$ cat src/rtl/inst_fetch.sv
// rtl/inst_fetch.sv - instruction-fetch stage: PC, instruction-ROM port initiator, decode-stage register
//
// Owns the program counter and drives the instruction ROM. The word the ROM
// returns combinationally is captured with {pc, inst, valid} into registers
// presented to decode. Branch redirects from execute take priority over stall.
//
// Build option: define INST_FETCH_QUEUE_EN to insert a 2-entry in-order
// {pc, inst} queue between the ROM and the id_* registers, so fetching
// continues for up to two words while decode is stalled.
//
// Ports:
//   clk            rising-edge clock
//   rst            asynchronous reset, active high
//   stall          decode cannot accept this cycle
//   branch_flag    redirect request from execute
//   branch_target  redirect byte address (low two bits ignored)
//   rom_ce         ROM chip enable
//   rom_addr       ROM byte address (word aligned)
//   rom_inst       ROM data, combinational from rom_addr
//   id_pc          PC of the presented instruction
//   id_inst        presented instruction
//   id_valid       id_pc/id_inst hold a live instruction

module inst_fetch (
    input  logic        clk,
    input  logic        rst,
    input  logic        stall,
    input  logic        branch_flag,
    input  logic [31:0] branch_target,
    output logic        rom_ce,
    output logic [31:0] rom_addr,
    input  logic [31:0] rom_inst,
    output logic [31:0] id_pc,
    output logic [31:0] id_inst,
    output logic        id_valid
);

    localparam logic CHIP_ENABLE  = 1'b1;
    localparam logic CHIP_DISABLE = 1'b0;

    logic [31:0] pc;
    logic        ce_q;

    assign rom_ce   = ce_q;
    assign rom_addr = pc;

`ifndef INST_FETCH_QUEUE_EN

    always_ff @(posedge clk or posedge rst) begin
        if (rst) begin
            pc       <= 32'd0;
            ce_q     <= CHIP_DISABLE;
            id_pc    <= 32'd0;
            id_inst  <= 32'd0;
            id_valid <= 1'b0;
        end else if (ce_q == CHIP_DISABLE) begin
            // One idle edge after reset to enable the ROM; pc stays at 0.
            ce_q <= CHIP_ENABLE;
        end else if (branch_flag) begin
            // The word currently on rom_inst is wrong-path: drop it.
            pc       <= {branch_target[31:2], 2'b00};
            id_pc    <= 32'd0;
            id_inst  <= 32'd0;
            id_valid <= 1'b0;
        end else if (!stall) begin
            id_pc    <= pc;
            id_inst  <= rom_inst;
            id_valid <= 1'b1;
            pc       <= pc + 32'd4;
        end
    end

`else

    logic [31:0] q_pc   [2];
    logic [31:0] q_inst [2];
    logic [1:0]  count;
    logic        pop;
    logic        push;
    logic        advance;
    logic        wr_idx;

    always_comb begin
        pop     = !stall && (count != 2'd0);
        // With an empty queue and no stall the ROM word bypasses straight to
        // id_*; otherwise every fetched word goes through the queue.
        push    = stall ? (count != 2'd2) : (count != 2'd0);
        advance = !stall || (count != 2'd2);
        // Slot for the new word after any pop has shifted the head out.
        wr_idx  = pop ? (count == 2'd2) : (count == 2'd1);
    end

    always_ff @(posedge clk or posedge rst) begin
        if (rst) begin
            pc        <= 32'd0;
            ce_q      <= CHIP_DISABLE;
            id_pc     <= 32'd0;
            id_inst   <= 32'd0;
            id_valid  <= 1'b0;
            count     <= 2'd0;
            q_pc[0]   <= 32'd0;
            q_pc[1]   <= 32'd0;
            q_inst[0] <= 32'd0;
            q_inst[1] <= 32'd0;
        end else if (ce_q == CHIP_DISABLE) begin
            ce_q <= CHIP_ENABLE;
        end else if (branch_flag) begin
            pc       <= {branch_target[31:2], 2'b00};
            id_pc    <= 32'd0;
            id_inst  <= 32'd0;
            id_valid <= 1'b0;
            count    <= 2'd0;
        end else begin
            if (advance) begin
                pc <= pc + 32'd4;
            end
            if (!stall) begin
                id_valid <= 1'b1;
                if (count != 2'd0) begin
                    id_pc   <= q_pc[0];
                    id_inst <= q_inst[0];
                end else begin
                    id_pc   <= pc;
                    id_inst <= rom_inst;
                end
            end
            if (pop) begin
                q_pc[0]   <= q_pc[1];
                q_inst[0] <= q_inst[1];
            end
            // Placed after the shift so a write to slot 0 wins over it.
            if (push) begin
                q_pc[wr_idx]   <= pc;
                q_inst[wr_idx] <= rom_inst;
            end
            count <= count + {1'b0, push} - {1'b0, pop};
        end
    end

`endif

endmodule

$ cat config.mk
export PLATFORM = sky130hd
export DESIGN_NAME = inst_fetch
export DESIGN_NICKNAME = d
export VERILOG_FILES = /design/src/rtl/inst_fetch.sv
export SDC_FILE = /design/constraint.sdc
export NUM_CORES = 1
export LEC_CHECK = 0
export CAP_MARGIN = 0
export CORE_AREA = 5 5 106 108
export DETAILED_ROUTE_END_ITERATION = 7
export DIE_AREA = 0 0 111 113
export GPL_ROUTABILITY_DRIVEN = 0
export PLACE_DENSITY = 0.8
export SETUP_SLACK_MARGIN = 0.3
export SYNTH_ARGS = -nofsm -noshare
export SYNTH_HDL_FRONTEND = slang
export SYNTH_SLANG_ARGS = --single-unit
$ cat constraint.sdc
create_clock -name clk -period 4.2 [get_ports clk]
set_clock_uncertainty 0.1 [all_clocks]
set_input_delay 0.84 -clock clk [delete_from_list [all_inputs] [get_ports clk]]
set_output_delay 0.84 -clock clk [all_outputs]
set_load 0.1 [all_outputs]
==> reports/summary.json <==
{
  "final.hold.worst_slack": {"value": 0.3860, "unit": "ns"},
  "start_util": {"value": 43.10, "unit": "%"},
  "port_buffers": {"value": 161},
  "end_kind": {"value": "output port"},
  "via_per_inst": {"value": 5.668},
  "antenna_found_initial": {"value": 0},
  "chipWidth": {"value": 111, "unit": "um"},
  "run_status": {"value": "complete, no violations"},
  "post_synth_fa_ha_maj_area_fraction": {"value": 0.2864, "unit": "%"},
  "tritoncts.num_buffers": {"value": 9},
  "area.growth.synth_to_final": {"value": 42.75, "unit": "%"},
  "timing.reg2reg.setup_slack": {"value": 1.80, "unit": "ns"},
  "clock_tree_from_tritoncts": {"value": "yes"},
  "n_fill_cell": {"value": 829},
  "syn_area_per_cell": {"value": 10.90, "unit": "um^2"},
  "tritoncts_num_sinks": {"value": 95},
  "worstReg2RegStart": {"value": "rom_ce"},
  "post-cts-setup-buffer-count": {"value": 0},
  "placed_cells_incl_taps": {"value": 670},
  "ratio_of_cells_with_drive_above_1_in_the_final_layout": {"value": 7.636, "unit": "%"},
  "xor_and_xnor_fraction_of_the_mapped_netlist_area": {"value": 0, "unit": "%"},
  "drcViolationCount": {"value": 0},
  "timing.critical_path.slowest_stage_cell": {"value": "sky130_fd_sc_hd__clkdlybuf4s50_1"},
  "internal_power": {"value": 1.620, "unit": "mW"},
  "combinational_family_with_the_most_area_after_synthesis": {"value": "compound AO/OA/AOI/OAI gates"},
  "switchingPower": {"value": 1.439, "unit": "mW"},
  "dpl_worst_slack": {"value": 1.282, "unit": "ns"},
  "async_reset_ff_share": {"value": 100.0, "unit": "%"},
  "worstPathRequired": {"value": 3.26, "unit": "ns"},
  "placed_area": {"value": 6042, "unit": "um^2"},
  "timing.final.crit_share": {"value": 74.79, "unit": "%"},
  "rsz0062_at_grt": {"value": "no"},
  "worstHoldPathType": {"value": "reg -> reg"},
  "synthesis.yosys.warnings": {"value": 0},
  "clkSlewWorstSetupHoldPaths": {"value": 0.09, "unit": "ns"},
  "whs_endpoint": {"value": "id_pc[22]"},
  "achievable-frequency": {"value": 0.3183, "unit": "GHz"},
  "timing.critical_path.cells": {"value": "clkdlybuf4s50_1"},
  "die_h": {"value": 113, "unit": "um"},
  "muxShareOfSynthArea": {"value": 4.152, "unit": "%"},
  "post-route-cell-area": {"value": 6237, "unit": "um^2"},
  "r2r.worst_path.cells": {"value": 5},
  "switching_share": {"value": 47.03, "unit": "%"},
  "dominantRegCellSynth": {"value": "sky130_fd_sc_hd__dfrtp_1"},
  "finalSetupViolations": {"value": 0},
  "timing_max_transition_violations_final": {"value": 0},
  "groute.usage.overall": {"value": 20.22, "unit": "%"},
  "post_drt_wl_per_cell": {"value": 18.77, "unit": "um"},
  "maxSlewHeadroom": {"value": 31.71, "unit": "%"},
  "dieArea": {"value": 12540, "unit": "um^2"},
  "source_of_the_worst_hold_timing_path": {"value": "id_pc[22]"},
  "cts_root_buffer": {"value": "sky130_fd_sc_hd__clkbuf_8"},
  "cts_hold_buf": {"value": 0},
  "synth.distinct_cells": {"value": 52},
  "smallest_setup_slack_after_layout": {"value": 1.059, "unit": "ns"},
  "synthSimpleGateAreaFrac": {"value": 13.95, "unit": "%"},
  "grt_first_pass_wirelength": {"value": 20730, "unit": "um"},
  "power.leakage": {"value": 2.590, "unit": "nW"},
  "cp-startpoint": {"value": "rom_addr[12]"},
  "non_filler_instance_count_after_layout": {"value": 686},
  "core_region_area": {"value": 10140, "unit": "um^2"},
  "tightest_slew": {"value": 1.021, "unit": "ns"},
  "antennaDiodeCount": {"value": 0},
  "dpl.hpwl": {"value": 9012, "unit": "um"},
  "num_vias": {"value": 3888},
  "grt_start_max_net_pins": {"value": 79},
  "postRouteWirelength": {"value": 12880, "unit": "um"},
  "finalSetupTns": {"value": 0, "unit": "ns"},
  "clkPwrFrac": {"value": 20.1, "unit": "%"},
  "timing.final.crit_period": {"value": 3.141, "unit": "ns"},
  "power-per-cell-area": {"value": 490.4, "unit": "nW/um^2"},
  "r2r-end": {"value": "rom_addr[22]"},
  "synth.cell_area": {"value": 4369, "unit": "um^2"},
  "ios": {"value": 166},
  "area_used_by_sequential_logic_in_the_layout": {"value": 2377, "unit": "um^2"},
  "cts_buffer_depth": {"value": 2},
  "vdd_ir_drop_max": {"value": 0.0002549, "unit": "V"},
  "critical_path.top_delay_family": {"value": "buffers and inverters"},
  "combPwrFrac": {"value": 42.1, "unit": "%"},
  "multi_input_comb_area": {"value": 1789, "unit": "um^2"},
  "path_max_fanout": {"value": 10},
  "detail_route.first_pass.iterations": {"value": 5},
  "hold_path_depth": {"value": 1},
  "antenna_violating_nets_post_route": {"value": 0},
  "numnets_final": {"value": 614},
  "worstSkewPairLatency": {"value": 0.36, "unit": "ns"},
  "cap_violations": {"value": 0},
  "critical_path.startpoint_type": {"value": "flop"},
  "power.share.sequential": {"value": 37.7, "unit": "%"},
  "cp_num_buf_inv": {"value": 1},
  "ys_seq_area_share": {"value": 54.41, "unit": "%"},
  "remaining_global_route_overflow": {"value": 0},
  "synth_compound_area_share": {"value": 22.14, "unit": "%"},
  "rows": {"value": 37},
  "timing.setup.critical_path_class": {"value": "reg -> out"},
  "yosys_register_bits": {"value": 95},
  "edff_count_synth": {"value": 0},
  "final_hold_viol_count": {"value": 0},
  "cp_data_arrival_time": {"value": 2.20, "unit": "ns"},
  "vias_in_the_first_global_route": {"value": 3846},
  "drtIter0Drc": {"value": 418},
  "synthesis.instances": {"value": 401},
  "critical_path.max_stage_delay": {"value": 1.24, "unit": "ns"},
  "ctsResizeCount": {"value": 0},
  "number_of_h_tree_branching_levels": {"value": 3}
}
==> cell usage in the layout, fill, tap and decap left out, types with 4 or more instances in the layout <==
master	n
sky130_fd_sc_hd__nor3_1	11
sky130_fd_sc_hd__o21ai_0	10
sky130_fd_sc_hd__mux2i_1	17
sky130_fd_sc_hd__nor2_1	14
sky130_fd_sc_hd__clkbuf_8	9
sky130_fd_sc_hd__o22ai_1	21
sky130_fd_sc_hd__inv_1	5
sky130_fd_sc_hd__a22o_1	58
sky130_fd_sc_hd__a31oi_1	4
sky130_fd_sc_hd__nand4_1	10
sky130_fd_sc_hd__buf_4	10
sky130_fd_sc_hd__nand2_1	39
sky130_fd_sc_hd__nand3_1	12
sky130_fd_sc_hd__a21oi_1	21
sky130_fd_sc_hd__dfrtp_1	95
sky130_fd_sc_hd__clkdlybuf4s50_1	160
==> through the flow <==
| step | util [%] | total power [mW] |
|---|---|---|
| 6_report | 61.52 | 3.059 |
| 5_1_grt | 61.52 | 3.175 |
| 4_1_cts | 61.52 | 3.078 |
| 3_5_place_dp | 59.60 | 2.459 |
| 3_3_place_gp | 59.60 | 2.445 |
| 2_1_floorplan | - | 2.112 |
==> power by group through the flow <==
stage	Clock [mW]	Combinational [mW]	Sequential [mW]
after floorplan	0	0.254	1.86
after CTS	0.632	1.29	1.15
final	0.616	1.29	1.15
after global placement	0	1.28	1.16
after detailed placement	0	1.29	1.17
after global routing	0.672	1.33	1.17
==> per-layer routing <==
layer  GRT usage [%]  vias up  wire length (um)
met2           32.48      192              6018
li1                -     1790                 -
met3           5.080       13               921
met5               0        -                 0
met1           27.04     1893              5769
met4           6.486        0               168
==> sequential cells by signal, summed over array words and instances, names as in the netlist <==
signal and flops:
rom_ce 1, id_valid 1, rom_addr 30, id_pc 31, id_inst 32
==> how the worst max path moves through the flow <==
stage	cells past startpoint	slack [ns]	end
6_report	1	1.06	rom_addr[12]
5_1_grt	1	0.99	rom_addr[12]
4_1_cts	1	1.04	rom_addr[12]
3_5_place_dp	6	1.28	rom_addr[30]
3_3_place_gp	6	1.34	rom_addr[30]
2_1_floorplan	1	0.78	id_inst[0]
==> Yosys cell counts, drive strengths merged, types with 2 or more instances <==
cell type	instances	area share (%)
nand3b	2	0.34
and3	2	0.29
o22ai	21	3.0
a21o	4	0.69
conb	2	0.17
buf	19	2.6
mux2i	17	3.9
dfrtp	95	54
clkbuf	19	1.7
a21oi	21	2.4
o21ai	10	1.1
nor4	5	1.3
nor3	13	1.7
inv	7	0.60
nand4	12	2.4
nand3	13	1.6
o21ba	2	0.46
nand2	39	3.4
a22o	58	12
and4	4	0.89
nor2	14	1.2
a31oi	4	0.57
==> cell families after synthesis <==
group                    count (synthesis)
AO/OA/AOI/OAI                          131
adder cells (fa/ha/maj)                  1
buffers and inverters                   45
other                                    2
AND/OR/NAND/NOR                        109
flip-flops                              95
multiplexers                            18
==> cell type report <==
class	instances	area share, %
clock buffer	10	2.046
clock inverter	6	1.083
tap	136	2.728
sequential	95	38.11
inverter	7	0.4614
timing repair buffer	170	26.88
multi-input combinational	262	28.69
Note: power is estimated with default switching activity, not from simulation.
